--- src/rtl/down_timer.sv ---
// ---------------------------------------------------------------------------
// DownTimer (module down_timer)
// Loadable down-counting timer with one-shot and periodic (auto-reload)
// modes, pause/resume and abort. Produces a registered one-cycle
// terminal-count pulse and a sticky one-shot completion flag.
//
// Ports:
//   clk       in   1      clock, all logic on the rising edge
//   reset     in   1      synchronous active-low reset
//   load      in   1      capture load_val into count and reload (IDLE/HOLD)
//   load_val  in   WIDTH  value captured on load
//   start     in   1      begin counting from IDLE, or resume from HOLD
//   pause     in   1      freeze counting while running
//   abort     in   1      return to IDLE and clear count (reload kept)
//   periodic  in   1      1 = auto-reload at terminal count, 0 = one-shot
//   count     out  WIDTH  current count value (registered)
//   busy      out  1      high while running
//   tc        out  1      one-cycle terminal-count pulse (registered)
//   done      out  1      sticky one-shot completion flag
//
// Optional feature macro: DOWN_TIMER_PRESCALE_EN
//   Defined   : a prescaler divides RUN cycles so one count tick occurs every
//               PRESCALE clock cycles.
//   Undefined : every RUN cycle is a count tick and PRESCALE is unused.
// ---------------------------------------------------------------------------
module down_timer #(
  parameter int WIDTH    = 4,
  parameter int PRESCALE = 4
) (
  input  logic             clk,
  input  logic             reset,
  input  logic             load,
  input  logic [WIDTH-1:0] load_val,
  input  logic             start,
  input  logic             pause,
  input  logic             abort,
  input  logic             periodic,
  output logic [WIDTH-1:0] count,
  output logic             busy,
  output logic             tc,
  output logic             done
);

  localparam logic [1:0] IDLE = 2'd0;
  localparam logic [1:0] RUN  = 2'd1;
  localparam logic [1:0] HOLD = 2'd2;

  logic [1:0]       r_state;
  logic [WIDTH-1:0] r_count;
  logic [WIDTH-1:0] r_reload;
  logic             r_tc;
  logic             r_done;

  logic [1:0]       w_nextState;
  logic [WIDTH-1:0] w_nextCount;
  logic [WIDTH-1:0] w_nextReload;
  logic             w_nextTc;
  logic             w_nextDone;
  logic [WIDTH-1:0] w_effCount;
  logic             w_tick;

  // A same-cycle load decides whether a start is allowed, so start looks at
  // the value that is about to be loaded rather than the stale count.
  assign w_effCount = load ? load_val : r_count;

`ifdef DOWN_TIMER_PRESCALE_EN
  localparam int PW = (PRESCALE > 1) ? $clog2(PRESCALE) : 1;

  logic [PW-1:0] r_pre;
  logic          w_preClear;
  logic          w_preAdvance;

  // The prescaler restarts a full period whenever a fresh count begins
  // (abort, accepted load, start out of IDLE). Resuming from HOLD does not
  // clear it, so a pause keeps the partially elapsed period.
  assign w_preClear   = abort
                      | ((r_state != RUN) & load)
                      | ((r_state == IDLE) & start & (w_effCount != '0));
  assign w_preAdvance = (r_state == RUN) & ~abort & ~pause;
  assign w_tick       = (r_pre == PW'(PRESCALE - 1));

  always_ff @(posedge clk) begin
    if (!reset) begin
      r_pre <= '0;
    end else if (w_preClear) begin
      r_pre <= '0;
    end else if (w_preAdvance) begin
      r_pre <= w_tick ? '0 : r_pre + PW'(1);
    end
  end
`else
  logic w_unusedPrescale;

  assign w_unusedPrescale = (PRESCALE >= 1);
  assign w_tick           = 1'b1;
`endif

  // Next-state logic. Priority is abort, then load, then start, then pause;
  // load and start have no effect while running, so in RUN only pause or a
  // count tick can change anything.
  always_comb begin
    w_nextState  = r_state;
    w_nextCount  = r_count;
    w_nextReload = r_reload;
    w_nextTc     = 1'b0;
    w_nextDone   = r_done;

    if (abort) begin
      w_nextState = IDLE;
      w_nextCount = '0;
      w_nextDone  = 1'b0;
    end else if (r_state != RUN) begin
      if (load) begin
        w_nextCount  = load_val;
        w_nextReload = load_val;
        w_nextDone   = 1'b0;
      end
      if (start && (w_effCount != '0)) begin
        w_nextState = RUN;
        if (r_state == IDLE) begin
          w_nextDone = 1'b0;
        end
      end
    end else if (pause) begin
      w_nextState = HOLD;
    end else if (w_tick) begin
      if (r_count > WIDTH'(1)) begin
        w_nextCount = r_count - WIDTH'(1);
      end else if (r_count == WIDTH'(1)) begin
        w_nextTc = 1'b1;
        if (periodic) begin
          w_nextCount = r_reload;
        end else begin
          w_nextCount = '0;
          w_nextState = IDLE;
          w_nextDone  = 1'b1;
        end
      end else begin
        // A zero count cannot be started, so this is only a safety exit.
        w_nextState = IDLE;
      end
    end
  end

  always_ff @(posedge clk) begin
    if (!reset) begin
      r_state  <= IDLE;
      r_count  <= '0;
      r_reload <= '0;
      r_tc     <= 1'b0;
      r_done   <= 1'b0;
    end else begin
      r_state  <= w_nextState;
      r_count  <= w_nextCount;
      r_reload <= w_nextReload;
      r_tc     <= w_nextTc;
      r_done   <= w_nextDone;
    end
  end

  assign count = r_count;
  assign busy  = (r_state == RUN);
  assign tc    = r_tc;
  assign done  = r_done;

endmodule

--- config.mk ---
export PLATFORM = sky130hd
export DESIGN_NAME = down_timer
export DESIGN_NICKNAME = d
export VERILOG_FILES = /design/src/rtl/down_timer.sv
export SDC_FILE = /design/constraint.sdc
export NUM_CORES = 1
export LEC_CHECK = 0
export ABC_AREA = 0
export BUFFER_PORTS_ARGS = -buffer_cell sky130_fd_sc_hd__buf_4
export CORE_MARGIN = 3
export CORE_UTILIZATION = 54
export CTS_BUF_LIST = sky130_fd_sc_hd__clkbuf_4 sky130_fd_sc_hd__clkbuf_8
export DETAILED_ROUTE_END_ITERATION = 6
export GPL_TIMING_DRIVEN = 0
export PLACE_DENSITY = 0.83
export SYNTH_ARGS = -nofsm -noshare
export SYNTH_HDL_FRONTEND = slang
export SYNTH_SLANG_ARGS = --single-unit
--- constraint.sdc ---
create_clock -name clk -period 1.9 [get_ports clk]
set_input_delay 0 -clock clk [delete_from_list [all_inputs] [get_ports clk]]
set_output_delay 0 -clock clk [all_outputs]
set_load 0.01 [all_outputs]
After elaboration in Yosys (flattened, before gate mapping). Cells that the tools add are included.

Order comparisons: 1. Reductions and logical operators: 11. Bitwise operators: 2. Equality and inequality tests: 9. Mux-type cells: 21. $add $sub $neg: 1.

Operators with widths (count): 4-bit two-way mux (6); 2-bit two-way mux (6); 1-bit two-way mux (9); 2-bit by 1-bit inequality test with 1-bit output, second input constant (4); 3-bit AND reduction (2); 5-bit OR reduction (1); 4-bit by 1-bit equality test with 1-bit output, second input constant (1); 4-bit by 1-bit > comparator with 1-bit output, second input constant (1); 4-bit inequality test, second input constant (1); 4-bit AND reduction (1); 4-bit nonzero test (1); 4-bit by 1-bit subtractor with 4-bit output, second input constant (1); 3-bit inequality test, second input constant (1); 3-bit nonzero test (1); 2-bit by 1-bit equality test with 1-bit output, second input constant (1); 2-bit zero test (1); 2-bit inequality test, second input constant (1); 1-bit NOT (2); 2-bit AND reduction (1); 2-bit nonzero test (1); 2-bit OR reduction (1); 1-bit logical AND (1).

Input bits: 11. Register bits: 12. Output and inout bits: 7. Logic and storage cells: 50.

Logic depth before layout (Yosys ltp). Gate-level depths: netlist (run 1).

Depth in word-level cells: 5. Mapped depth: 6.

Least setup slack after synthesis (run 1). Ideal clock, no wire load.

Path type: reg-to-reg. Start: register r_count[0], in the netlist count[0]. End: register r_count[1], in the netlist count[1]. Buffers on the path: 0. Clock period less this slack: 1.696 ns. Path slack: 0.204 ns. Cell stages (with the launch flop): 7. Arrival: 1.565 ns. Setup time: 0.131 ns. Cells stage by stage: dfxtp_1 inv_1 ha_1 or2_1 and2_1 a311oi_1 o32ai_1.

Longest elaborated chain between the ends: 4. Elaborated cells between the ends (all ways): 8. Those cells by class: add/sub: 1; order compare: 1; eq/ne: 1; mux: 3; reduce/logical: 2.

RTL lines: from (decl) (line 49) `logic [WIDTH-1:0] r_count;`; from (signal assigned) (line 154) `r_count <= w_nextCount;`; 4-bit by 1-bit subtractor with 4-bit output or 4-bit by 1-bit > comparator with 1-bit output (tied branches) (line 128, 127); 4-bit two-way mux (line 127) `if (r_count > WIDTH'(1)) begin`; 4-bit two-way mux (line 124) `end else if (pause) begin`; 4-bit two-way mux (line 112) `end else if (r_state != RUN) begin`.

Several ways; a longest one is shown, not always the timed one. The select of a mux whose other input is x is not followed. A chain may end at the register's enable or synchronous reset.

Worst setup path after layout (run 1).
Start: register r_count[1], in the netlist count[1]. End: register r_count[1], in the netlist count[1].

The elaborated chain is that of the path after synthesis.

==> flow_summary.ini, run 1 <==
[cells_and_area]
diodes = 0
final_nets = 124
n_fill_cell = 83
multiInputGateArea_um2 = 462
layout-drive-gt1-share = 0.273
area_growth_pct = 32.3
area.sequential_um2 = 243

[routing]
first_iter_violations = 23
first_pass_iters = 4
ant_nets = 0
vias_per_cell = 6.32
drc_errors = 0
wl_per_cell_um = 16.8
vias = 784
totalWireLength_mm = 2.09

[synthesis]
syn_area_um2 = 741
synth_mux_area_frac = 0.110
synthSimpleGateAreaFrac = 0.245
yosys.area.top_type = dfxtp_1
yosysWarnings = 0
synth_xor_area_frac = 0
synth.avg_cell_area_um2 = 8.82
synthTopCellsByCount = dfxtp_1, mux2i_1, nand2_1
syn_inst = 84
synth.most_common_cell = dfxtp_1
synth_top_family_by_area = simple AND/OR/NAND/NOR gates
synth_area_leaders = dfxtp_1, mux2i_1, nor2b_1
synth.distinct_cells = 33
synth-seq-cells = 12
synth_edf_count = 0
synthAdderAreaFrac = 0.0338
async_flop_share = 0
synth_top_area_share = 0.324
synth_seq_area_share = 0.324
syn_nets = 97
synth_compound_area_frac = 0.231
synth_flop_cell = dfxtp_1

[global_route]
grt_pass1_wl_mm = 3.40
grt_pass1_vias = 715
track_usage = 0.245
antenna_found_initial = 0
overflow = 0
grt_max_degree = 10

[floorplanning]
fp.coreArea_um2 = 1200
die_area_um2 = 1850
io_pins = 18
core.rowCount = 12
start_util = 0.617
fp.dieW_um = 43.0
die_h_um = 43.0

[flow_run]
cap_violations = 0

[setup_path]
reg2reg_to = count[1]
crit_type = flop to flop
cp-start-kind = flop
critPathArrivalTime_ns = 1.91
reg2regPathDepth = 6
cp_data_required_time_ns = 2.06
crit_fanout = 7
cp-startpoint = count[1]
crit_path_end_kind = flop
rr_startpoint = count[1]
endpoint = count[1]
r2r_slack_ns = 0.15

[sta]
hold_viol_final = 0
min_period_over_period = 0.922
slew_violations = 0
setup_ws_ns = 0.149
finalSetupViolCount = 0
max_clock_freq_ghz = 0.571
finalSetupTns_ns = 0
layout_min_cycle_time_ns = 1.75
relSlewSlack = 0.744
rsz0062_at_grt = no
worstMarginPinSlew_ns = 0.382
clock_skew_ns = 0.00100

[clocking]
cts.sinks = 12
clockRootBuffer = clkbuf_4
clk_path_buf_depth = 2
clock_latency_ns = 0.29
clkTransAtPathRegs_ns = 0.08
htreeDepth = 1
cts_made_buffers = 3
cts_tree = built

[pwr]
ir_drop_mv = 0.482
powerDensity_nw_per_um2 = 635
p_leak_nw = 0.384

[placement]
gp_congestion = 0.843
port_buffers = 16
dp_hpwl_mm = 1.37
dp_worst_setup_slack_ns = 0.0976

[worst_hold_path]
holdCritPathClass = primary input to flop
hold_depth = 3

[status]
outcome = finished clean
## cell families (layout without fill, tap and decap cells)
group	after synthesis	in the layout
compound gates	24	24
fa+ha+maj	2	2
buf+inv	8	34
flops	12	12
mux	8	8
simple gates	30	30
## how the worst min path moves through the flow
stage / slack [ns] / start / endpoint
after floorplan: 0.13 / pause / r_state[1]
after global placement: 0.26 / reset / r_reload[2]
after detailed placement: 0.27 / reset / r_reload[3]
after CTS: 0.003 / load_val[0] / r_reload[0]
after global routing: 0.06 / load_val[0] / r_reload[0]
final: 0.01 / load_val[0] / r_reload[0]
## layer usage
| metal | part of all wire | global-route usage | vias to the layer above |
|---|---|---|---|
| met3 | 0.068 | 0.0636 | 4 |
| li1 | - | - | 368 |
| met4 | 0.014 | 0.0843 | 0 |
| met1 | 0.43 | 0.334 | 374 |
| met5 | 0 | 0 | - |
| met2 | 0.49 | 0.371 | 38 |
## worst max-delay path: stages, from the launching register on
cell and delay (ns):
dfxtp_2 0.39, inv_1 0.08, ha_1 0.26, or2_1 0.28, and2_1 0.20, a311oi_1 0.29, o32ai_1 0.14
## state kept, by name, summed over array words and instances (netlist names)
signal,flops
tc,1
r_state,2
r_reload,4
done,1
count,4
## metrics by stage
| stage | power, mW | hold WS [ns] | std cells | area [µm²] | util |
|---|---|---|---|---|---|
| finish | 0.622 | 0.0129 | 124 | 980 | 0.816 |
| global route | 0.649 | 0.0647 | 124 | 980 | 0.816 |
| global placement | 0.395 | 0.256 | 114 | 878 | 0.731 |
| CTS | 0.622 | 0.00338 | 124 | 975 | 0.811 |
| detailed placement | 0.398 | 0.265 | 114 | 878 | 0.731 |
| floorplan | 0.352 | 0.126 | 84 | 741 | - |
## cell usage in the layout, fill, tap and decap left out, types with 2 or more instances in the layout
cell	Yosys	routed
nand2_1	6	6
dfxtp_1	12	10
dfxtp_2	0	2
a311oi_1	3	3
nor3_1	2	2
inv_1	5	5
clkbuf_4	0	3
a21oi_1	4	4
and4_1	2	2
o32ai_1	2	2
buf_4	0	16
a31oi_1	3	3
nand2b_1	3	3
nor2b_1	5	5
mux2i_1	7	7
dlygate4sd3_1	0	6
o21ai_0	5	5
nor2_1	5	5
## area by class of cell
class	count	area share
buffer	2	0.0166
inverter	6	0.0255
tap	14	0.0179
sequential	12	0.248
multi-input combinational	64	0.471
clock buffer	4	0.0370
timing repair buffer	22	0.184
## what timing repair did
| action | in CTS | in global routing |
|---|---|---|
| gates resized for setup | 0 | 3 |
| hold buffers | 6 | 0 |
| buffers inserted | 0 | 0 |
| setup endpoints to repair | 0 | 4 |
| endpoints found under the hold margin | 6 | 0 |
## where the power goes
group / leakage [nW] / internal, mW / switching, mW
sequential: 0.0986 / 0.261 / 0.0115
clock: 0.0210 / 0.117 / 0.0958
combinational: 0.264 / 0.0674 / 0.0694
No activity file was read; power rests on OpenSTA's default activity.
==> run 2, diff against run 1 <==
Settings changed: RECOVER_POWER set to 50.
==> run 2 against run 1 <==
Fmax is 2.0% higher. Cell count stayed put. Critical path depth stayed put. Largest power group unchanged.
==> flow_summary.ini, run 2 (same netlist as run 1, synthesis figures left out) <==
[sta]
layout_min_cycle_time_ns = 1.72
slew_violations = 0
worstMarginPinSlew_ns = 0.404
min_period_over_period = 0.904
finalSetupViolCount = 0
rsz0062_at_grt = no
max_clock_freq_ghz = 0.582
clock_skew_ns = 0.00208
finalSetupTns_ns = 0
hold_viol_final = 0
relSlewSlack = 0.729

[routing]
ant_nets = 0
totalWireLength_mm = 2.07
first_iter_violations = 28
vias_per_cell = 6.41
drc_errors = 0
wl_per_cell_um = 16.7
first_pass_iters = 4
vias = 795

[clocking]
cts_made_buffers = 3
cts_tree = built
cts.sinks = 12
clockRootBuffer = clkbuf_4
clkTransAtPathRegs_ns = 0.08
clock_latency_ns = 0.29
clk_path_buf_depth = 2
cts_setup_buffers = 0
htreeDepth = 1

[pwr]
switching_share = 0.286
ir_drop_mv = 0.481
p_leak_nw = 0.360
powerDensity_nw_per_um2 = 645
p_switching_uw = 177
p_comb_frac = 0.217
clkPwrFrac = 0.344
internal-power_uw = 444
sequentialPowerShare = 0.439

[global_route]
track_usage = 0.245
overflow = 0
grt_pass1_wl_mm = 3.40
top_usage_layer = met2
use_met2 = 0.371
grt_use_met3 = 0.0636
use_met1 = 0.334
antenna_found_initial = 0
grt_pass1_vias = 715
grt_max_degree = 10

[worst_hold_path]
min-delay-start = load_val[0]
hold-path-endpoint = r_reload[0]
hold_depth = 3
holdCritPathClass = primary input to flop

[setup_path]
crit_family = simple AND/OR/NAND/NOR gates
cp_cell_sequence = inv_1 > ha_1 > or2_1 > and2_1 > a311oi_1 > o32ai_1
critPathArrivalTime_ns = 1.88
crit_path_end_kind = flop
crit_cells = 6
critical-path-max-stage-delay_ns = 0.39
rr_startpoint = count[1]
reg2regPathDepth = 6
crit_type = flop to flop
crit_fanout = 7
r2r_slack_ns = 0.18
cp_data_required_time_ns = 2.06
cp_slowest_cell = dfxtp_2
cp-start-kind = flop
crit_buf_inv = 1
reg2reg_to = count[1]

[cells_and_area]
n_fill_cell = 84
area_growth_pct = 30.1
layout_commonest_cell = buf_4
layout-drive-gt1-share = 0.236
final_nets = 124
diodes = 0
finalNonFillerCells = 124
post-route-util = 0.802
final_cell_mix = buf_4, dfxtp_1, mux2i_1

[status]
outcome = finished clean

[floorplanning]
die_h_um = 43.0
fp.coreArea_um2 = 1200
io_pins = 18
fp.dieW_um = 43.0
core.rowCount = 12
start_util = 0.617
die_area_um2 = 1850

[placement]
port_buffers = 16
gp_congestion = 0.843
dp_hpwl_mm = 1.37
dp.cells = 114

[flow_run]
cap_violations = 0
## run 2: cell count changes in the layout (fill, tap and decap cells not counted)
cell        before  now
inv_4            1    0
buf_4           16   12
clkinvlp_2       0    1
clkbuf_1         0    4
## run 2: timing repair
item                       in CTS  in global routing
hold endpoints to repair        6                  0
setup endpoints to repair       0                  4
hold buffers                    6                  0
resized for setup               0                  3
## run 2: how the worst max path moves through the flow
stage | start | to | slack, ns
finish | count[1] | count[1] | 0.18
floorplan | count[0] | count[1] | 0.20
global route | count[1] | count[2] | 0.04
detailed placement | count[0] | count[1] | 0.1
global placement | count[0] | count[1] | 0.13
CTS | count[0] | count[1] | 0.07
## run 2: area by class of cell
| cell class | instances | area, µm² | share of cell area |
|---|---|---|---|
| sequential | 12 | 243 | 0.252 |
| clock buffer | 4 | 36.3 | 0.0377 |
| timing repair buffer | 22 | 165 | 0.171 |
| tap | 14 | 17.5 | 0.0182 |
| buffer | 2 | 16.3 | 0.0169 |
| inverter | 6 | 23.8 | 0.0247 |
| multi-input combinational | 64 | 462 | 0.479 |
## run 2: worst min-delay path, delay by kind of cell
family	cells	cell delay, ns
buf+inv	1	0.09
mux	1	0.06
simple gates	1	0.11
## run 2: through the flow
stage,total power [mW],hold WS [ns],cell area [µm²],setup WS [ns]
global placement,0.395,0.256,878,0.132
global route,0.647,0.0647,963,0.0395
CTS,0.622,0.00338,975,0.0748
detailed placement,0.398,0.265,878,0.0976
floorplan,0.352,0.126,741,0.204
finish,0.621,0.0123,963,0.183
## run 2: layer usage
metal / part of all wire / wire length [µm]
met1: 0.42 / 859
met2: 0.48 / 992
met3: 0.086 / 178
met4: 0.017 / 36
met5: 0 / 0
## run 2: power groups by stage
stage                     logic [mW]  registers, mW  clock network (mW)
after floorplan               0.0757          0.276                   0
after global placement         0.118          0.277                   0
after detailed placement       0.121          0.277                   0
after CTS                      0.131          0.271               0.220
after global routing           0.148          0.273               0.226
final                          0.135          0.272               0.214
==> run 3, diff against run 2 <==
Settings changed: PLACE_DENSITY 0.83 to 0.81.
==> run 3 against run 2 <==
Highest routed layer unchanged. Critical path depth unchanged. Sequential share of layout area increased by 0.40 points. Power decreased by 0.69%.
==> flow_summary.ini, run 3 (same netlist as run 1, synthesis figures left out) <==
[cells_and_area]
area_growth_pct = 28.0
final_nets = 122
final_cell_mix = buf_4, dfxtp_1, mux2i_1
layout_commonest_cell = buf_4
final_area_um2 = 948
diodes = 0
layout-drive-gt1-share = 0.241
n_fill_cell = 92

[clocking]
cts_made_buffers = 3
clk_path_buf_depth = 2
htreeDepth = 1
cts_tree = built
clock_latency_ns = 0.28
clockRootBuffer = clkbuf_4
cts.sinks = 12
clkTransAtPathRegs_ns = 0.08
cts_setup_buffers = 0

[status]
outcome = finished clean

[pwr]
p_leak_nw = 0.361
clkPwrFrac = 0.338
ir_drop_mv = 0.479
p_comb_frac = 0.221
p_switching_uw = 176
sequentialPowerShare = 0.441
internal-power_uw = 441
switching_share = 0.285
powerDensity_nw_per_um2 = 650

[placement]
place_area_um2 = 878
dp_hpwl_mm = 1.53
port_buffers = 16
gp_congestion = 0.842
dp_worst_setup_slack_ns = 0.0591

[worst_hold_path]
holdCritPathClass = primary input to flop

[floorplanning]
die_area_um2 = 1850
start_util = 0.617
core.rowCount = 12
io_pins = 18
die_h_um = 43.0
fp.coreArea_um2 = 1200
fp.dieW_um = 43.0

[global_route]
overflow = 0
track_usage = 0.261
grt_max_degree = 10
grt_pass1_vias = 759
antenna_found_initial = 0
grt_pass1_wl_mm = 3.66

[routing]
drc_errors = 0
totalWireLength_mm = 2.19
first_pass_iters = 4
first_iter_violations = 44
vias_per_cell = 6.62
vias = 808
wl_per_cell_um = 17.9
ant_nets = 0

[sta]
slew_violations = 0
setup_ws_ns = 0.129
clock_skew_ns = 0.00494
rsz0062_at_grt = no
max_clock_freq_ghz = 0.565
layout_min_cycle_time_ns = 1.77
worstMarginPinSlew_ns = 0.371
hold_viol_final = 0
min_period_over_period = 0.932
relSlewSlack = 0.751
finalSetupTns_ns = 0
finalSetupViolCount = 0

[setup_path]
critPathArrivalTime_ns = 1.92
crit_path_end_kind = flop
crit_type = flop to flop
crit_fanout = 8
cp-start-kind = flop
cp_data_required_time_ns = 2.05

[flow_run]
cap_violations = 0
==> run 3: through the flow <==
| step | power, mW | instances | utilization | hold WS, ns |
|---|---|---|---|---|
| CTS | 0.614 | 122 | 0.795 | 0.0102 |
| detailed placement | 0.401 | 114 | 0.731 | 0.265 |
| finish | 0.617 | 122 | 0.790 | 0.0118 |
| global route | 0.648 | 122 | 0.790 | 0.0316 |
| floorplan | 0.352 | 84 | - | 0.126 |
| global placement | 0.395 | 114 | 0.731 | 0.254 |
==> run 3: area by class of cell <==
class | count | area, µm² | share of cell area
multi-input combinational | 64 | 465 | 0.491
sequential | 12 | 243 | 0.256
timing repair buffer | 20 | 145 | 0.153
clock buffer | 4 | 36.3 | 0.0383
inverter | 6 | 25.0 | 0.0264
tap | 14 | 17.5 | 0.0185
buffer | 2 | 16.3 | 0.0172
==> run 3: worst max-delay path, cell delays in order, from the launching register on <==
cell	delay (ns)
dfxtp_2	0.41
inv_1	0.07
ha_1	0.27
or2_1	0.29
and2_1	0.21
a311oi_2	0.27
o32ai_1	0.13
==> run 3: layer usage <==
layer / track usage / wire length, µm / vias up
met1: 0.359 / 871 / 374
li1: - / - / 365
met4: 0.0723 / 44 / 0
met2: 0.422 / 1030 / 62
met3: 0.0339 / 243 / 7
met5: 0 / 0 / -
==> run 3: final timing paths <==
check               from           to  slack [ns]  cells past startpoint
max             count[0]     count[1]        0.13                      6
min          load_val[0]  r_reload[0]        0.01                      3
max reg2reg     count[0]     count[1]        0.13                      6
min reg2reg   r_state[0]   r_state[0]        0.51                      2
==> run 3: repair_timing <==
action / in CTS / in global routing
hold buffers: 4 / 0
gates resized for setup: 0 / 3
endpoints found under the hold margin: 6 / 0
setup endpoints to repair: 0 / 3
==> run 3: power groups by stage <==
stage	clock network [mW]	logic, mW	registers, mW
5_1_grt	0.226	0.149	0.273
3_5_place_dp	0	0.124	0.277
3_3_place_gp	0	0.119	0.277
4_1_cts	0.211	0.132	0.271
6_report	0.209	0.136	0.272
2_1_floorplan	0	0.0757	0.276
